[src/rtl/serial_adder_fsm_if.sv]
// Operand/result bundle for the bit-serial adder.
// Optional ovf signal exists only with SERIAL_ADD_OVF_EN.
interface serial_adder_fsm_if #(
  parameter int WIDTH = 8
);
  logic             start;
  logic [WIDTH-1:0] a;
  logic [WIDTH-1:0] b;
  logic             cin;
  logic             busy;
  logic             done;
  logic [WIDTH-1:0] sum;
  logic             cout;
`ifdef SERIAL_ADD_OVF_EN
  logic             ovf;
`endif

  modport master (
    output start, a, b, cin,
    input  busy, done, sum, cout
`ifdef SERIAL_ADD_OVF_EN
    , input ovf
`endif
  );

  modport slave (
    input  start, a, b, cin,
    output busy, done, sum, cout
`ifdef SERIAL_ADD_OVF_EN
    , output ovf
`endif
  );
endinterface

[src/rtl/serial_adder_fsm.sv]
// Bit-serial adder, LSB first, one full_adder_mux per clock.
// Define SERIAL_ADD_OVF_EN to add the signed-overflow flag.
module full_adder_mux (
  input  logic a,
  input  logic b,
  input  logic cin,
  output logic s,
  output logic cout
);
  logic p;

  assign p    = a ^ b;
  assign s    = cin ? ~p : p;
  assign cout = p ? cin : a;
endmodule

module serial_adder_fsm #(
  parameter int WIDTH = 8
) (
  input logic clk,
  input logic rst_n,
  serial_adder_fsm_if.slave io
);
  localparam int CW = (WIDTH > 1) ? $clog2(WIDTH) : 1;

  typedef enum logic [1:0] {
    IDLE,
    RUN,
    DONE
  } state_t;

  state_t           state;
  logic [WIDTH-1:0] sh_a;
  logic [WIDTH-1:0] sh_b;
  logic [WIDTH-1:1] res;
  logic [WIDTH-1:0] res_nxt;
  logic             carry;
  logic [CW-1:0]    cnt;
  logic             last;
  logic             fa_s;
  logic             fa_co;
  logic             busy_q;
  logic             done_q;
  logic [WIDTH-1:0] sum_q;
  logic             cout_q;

  full_adder_mux u_fa (
    .a    (sh_a[0]),
    .b    (sh_b[0]),
    .cin  (carry),
    .s    (fa_s),
    .cout (fa_co)
  );

  // Result bits enter at the top; the oldest bit falls out
  // of res only when the full word is copied to sum.
  assign res_nxt = {fa_s, res};
  assign last    = (cnt == CW'(WIDTH - 1));

  assign io.busy = busy_q;
  assign io.done = done_q;
  assign io.sum  = sum_q;
  assign io.cout = cout_q;

`ifdef SERIAL_ADD_OVF_EN
  logic ovf_q;

  assign io.ovf = ovf_q;

  // Overflow flag: carry into MSB xor carry out of MSB
  always_ff @(posedge clk) begin
    if (!rst_n) begin
      ovf_q <= 1'b0;
    end else if (state == RUN && last) begin
      ovf_q <= carry ^ fa_co;
    end
  end
`endif

  // Control FSM, datapath shifting and registered outputs
  always_ff @(posedge clk) begin
    if (!rst_n) begin
      state  <= IDLE;
      sh_a   <= '0;
      sh_b   <= '0;
      res    <= '0;
      carry  <= 1'b0;
      cnt    <= '0;
      busy_q <= 1'b0;
      done_q <= 1'b0;
      sum_q  <= '0;
      cout_q <= 1'b0;
    end else begin
      unique case (state)
        IDLE: begin
          if (io.start) begin
            sh_a   <= io.a;
            sh_b   <= io.b;
            carry  <= io.cin;
            cnt    <= '0;
            busy_q <= 1'b1;
            state  <= RUN;
          end
        end
        RUN: begin
          sh_a  <= sh_a >> 1;
          sh_b  <= sh_b >> 1;
          res   <= res_nxt[WIDTH-1:1];
          carry <= fa_co;
          cnt   <= cnt + CW'(1);
          if (last) begin
            sum_q  <= res_nxt;
            cout_q <= fa_co;
            busy_q <= 1'b0;
            done_q <= 1'b1;
            state  <= DONE;
          end
        end
        DONE: begin
          done_q <= 1'b0;
          state  <= IDLE;
        end
        default: begin
          busy_q <= 1'b0;
          done_q <= 1'b0;
          state  <= IDLE;
        end
      endcase
    end
  end
endmodule

[src/flat_wrapper.sv]
// flat-port wrapper written by rule: the top's interface ports become plain ports
module serial_adder_fsm_flat 
#(
  parameter int WIDTH = 8
)
  (clk, rst_n, io_start, io_a, io_b, io_cin, io_busy, io_done, io_sum, io_cout);
  serial_adder_fsm_if #(.WIDTH(WIDTH)) io_i ();
  input logic clk;
  input logic rst_n;
  input wire logic [$bits(io_i.start)-1:0] io_start;
  input wire logic [$bits(io_i.a)-1:0] io_a;
  input wire logic [$bits(io_i.b)-1:0] io_b;
  input wire logic [$bits(io_i.cin)-1:0] io_cin;
  output wire logic [$bits(io_i.busy)-1:0] io_busy;
  output wire logic [$bits(io_i.done)-1:0] io_done;
  output wire logic [$bits(io_i.sum)-1:0] io_sum;
  output wire logic [$bits(io_i.cout)-1:0] io_cout;
  assign io_i.start = io_start;
  assign io_i.a = io_a;
  assign io_i.b = io_b;
  assign io_i.cin = io_cin;
  assign io_busy = io_i.busy;
  assign io_done = io_i.done;
  assign io_sum = io_i.sum;
  assign io_cout = io_i.cout;
  serial_adder_fsm #(.WIDTH(WIDTH)) u_core (.clk(clk), .rst_n(rst_n), .io(io_i));
endmodule
[config.mk]
export PLATFORM = sky130hd
export DESIGN_NAME = serial_adder_fsm_flat
export DESIGN_NICKNAME = d
export VERILOG_FILES = /design/src/rtl/serial_adder_fsm_if.sv /design/src/rtl/serial_adder_fsm.sv /design/src/flat_wrapper.sv
export SDC_FILE = /design/constraint.sdc
export NUM_CORES = 1
export LEC_CHECK = 0
export ABC_AREA = 1
export CAP_MARGIN = 20
export CORE_MARGIN = 4
export CORE_UTILIZATION = 52
export DETAILED_ROUTE_END_ITERATION = 7
export HOLD_SLACK_MARGIN = 0.08
export PLACE_DENSITY = 0.86
export SYNTH_ARGS = -nofsm -noshare
export SYNTH_HDL_FRONTEND = slang
export SYNTH_HIERARCHICAL = 1
export SYNTH_SLANG_ARGS = --single-unit
[constraint.sdc]
create_clock -name clk -period 1.43 [get_ports clk]
set_clock_uncertainty 0.15 [all_clocks]
set_input_delay 0.3575 -clock clk [delete_from_list [all_inputs] [get_ports clk]]
set_output_delay 0.3575 -clock clk [all_outputs]
set_load 0.02 [all_outputs]
==> metrics.txt <==
status=finished, final reports clean; share of post-route cells with drive strength above 1=0.135; Mean Syn Cell Area=6.47 sq um; kind of critical path=register to primary output; Fillers=316; worst setup margin=47.7 ps; Slew Limit Fails=0; HP Class=register to register; Mapped Nets=302; CP max FO=2; PwrDens=1040 nW/um^2; CP Depth=1; Slew HR=0.848; RSZ-0062 raised after global routing=no; RR Endpoint=u_core/io.sum[3]; Vias/cell=4.63; CTS clk-pin slew, worst paths=140 ps; starting density of the core=0.539; GPL Wtd Cong=0.778; final antenna-violating net count=0; hold_buf cts=0; Syn-to-layout area delta=25.6%; total track usage=0.184; flops & latches, synth=40; Slew @ Worst Pin=228 ps; overall power=2.37 mW; post-synthesis cell area=1810 sq um; CP bufs+invs=1; CTS tree=done; dpl ws=-239 ps; Worst Setup EP=io_cout; final worst-path cycle share=0.967; drt total wl=3.69 mm; routed vias=1,686; vias in the first global route=1,535; reg2reg setup slack=110 ps; CTS buffer count=5; Worst Path Arrival=870 ps; crit end category=primary output; I/O Buffers=30; Non-Filler Instances=364; sequential area share after synthesis=0.442; clk buf depth=2; die area=4490 sq um; DPL Wire Length=2.67 mm; Synth Warn #=6; # nets final=339; Pleak=1.15 nW; CP required=920 ps; final hold vios=0; fmax=0.723 GHz; Synth cell types=17; CP Cell Sequence=buf_2; CP startpoint kind=register; Crit-path slowest cell=dfxtp_1; max-cap check violation count=0; reg2reg path depth=6; ant diodes=0; Tmin final=1380 ps; Post-route DRC=0; Setup crit start=u_core/io.cout; core area=3360 sq um; die width=67.0 um; I/O pin total=31; Initial DRT Pass Iterations=5; row count=21; cell family with most CP delay=flip-flops; CP peak stage delay=350 ps; clock sinks=40; Core Util, Final=0.676; VDD IR max=0.629 mV; global-route wire length before repair=6.22 mm; Synth Instances=280; Initial DRC Count=120; Die Ht=67.0 um; clk_lat worst skew=360 ps; gr ovfl total=0; Final setup viols=0; largest net degree at the start of global routing=18; CTS Root Cell=clkbuf_4; H-Tree Level Count=2; initial antenna violation count=0; DP Cell Count=356; Routed wire per std cell=10.1 um; worst flop-to-flop path startpoint=u_core/cnt[0]
## cell usage after synthesis
cell | count | share of area
nor2_1 | 74 | 0.15
inv_1 | 29 | 0.060
ha_1 | 2 | 0.014
inv_2 | 1 | 0.0021
nand2_1 | 91 | 0.19
nor2_2 | 1 | 0.0035
nand2_2 | 2 | 0.0069
buf_4 | 2 | 0.0083
dfxtp_1 | 40 | 0.44
buf_2 | 4 | 0.011
buf_6 | 4 | 0.025
nand3_1 | 10 | 0.028
o21a_1 | 1 | 0.0041
a21boi_2 | 1 | 0.0062
a21oi_1 | 4 | 0.011
o21ai_0 | 11 | 0.030
clkbuf_1 | 3 | 0.0062
## cell type report
| cell class | count | area, sq um | share of cell area |
|---|---|---|---|
| sequential | 40 | 805 | 0.354 |
| tap | 46 | 57.6 | 0.0253 |
| clock buffer | 5 | 37.5 | 0.0165 |
| multi-input combinational | 197 | 832 | 0.366 |
| inverter | 30 | 113 | 0.0495 |
| timing repair buffer | 43 | 383 | 0.168 |
| clock inverter | 3 | 47.5 | 0.0209 |
## worst min path at each step
stage / from / end / cells after the start
after floorplan: u_core/res[2] / u_core/io.sum[1] / 2
after global placement: u_core/sh_b[7] / u_core/sh_b[7] / 2
after detailed placement: u_core/res[2] / u_core/io.sum[1] / 2
after CTS: u_core/res[2] / u_core/io.sum[1] / 2
after global routing: u_core/res[3] / u_core/io.sum[2] / 2
final: u_core/res[3] / u_core/io.sum[2] / 2
## through the flow
step	setup TNS (ps)	hold slack (ps)	cell area (sq um)
after floorplan	0	286	1810
after detailed placement	-5280	299	2200
after global routing	0	336	2270
after global placement	-3800	298	2200
after CTS	0	317	2240
final	0	318	2270
## cell usage in the layout (no fill, tap or decap), drive strengths merged
master	count
o21a	1
o21ai	11
clkinv	2
a21boi	1
nor2	75
buf	24
bufinv	1
a21oi	4
nand3	10
inv	30
nand2	93
ha	2
dfxtp	40
clkdlybuf4s50	19
clkbuf	5
## registers in the layout, indices dropped and copies added, names as in the netlist
name            cells
u_core/io.sum       8
u_core/sh_a         8
u_core/sh_b         8
u_core/res          7
u_core/cnt          3
u_core/state        2
u_core/carry        1
u_core/io.busy      1
u_core/io.cout      1
u_core/io.done      1
## where the power goes
group          internal, mW  total (mW)  switching (mW)
sequential             1.18        1.22          0.0346
combinational         0.179       0.390           0.212
clock                 0.374       0.763           0.390
## cell families (layout without fill, tap and decap cells)
group,Yosys count,count (layout),synth area share
simple gates,178,178,0.380
compound gates,17,17,0.0518
fa+ha+maj,2,2,0.0138
flops,40,40,0.442
buf+inv,43,81,0.113
## repair_timing
item | 4_1_cts | 5_1_grt
endpoints found under the setup margin | 13 | 34
setup buffers | 0 | 0
gates resized for setup | 45 | 14
endpoints found under the hold margin | 0 | 0
## layer usage
layer	part of all wire	vias to the layer above	global-route usage
met1	0.43	746	0.201
met4	0.0043	0	0.0759
li1	-	903	-
met2	0.52	35	0.333
met5	0	-	0
met3	0.047	2	0.0455
Note: power is estimated with default switching activity, not from simulation.
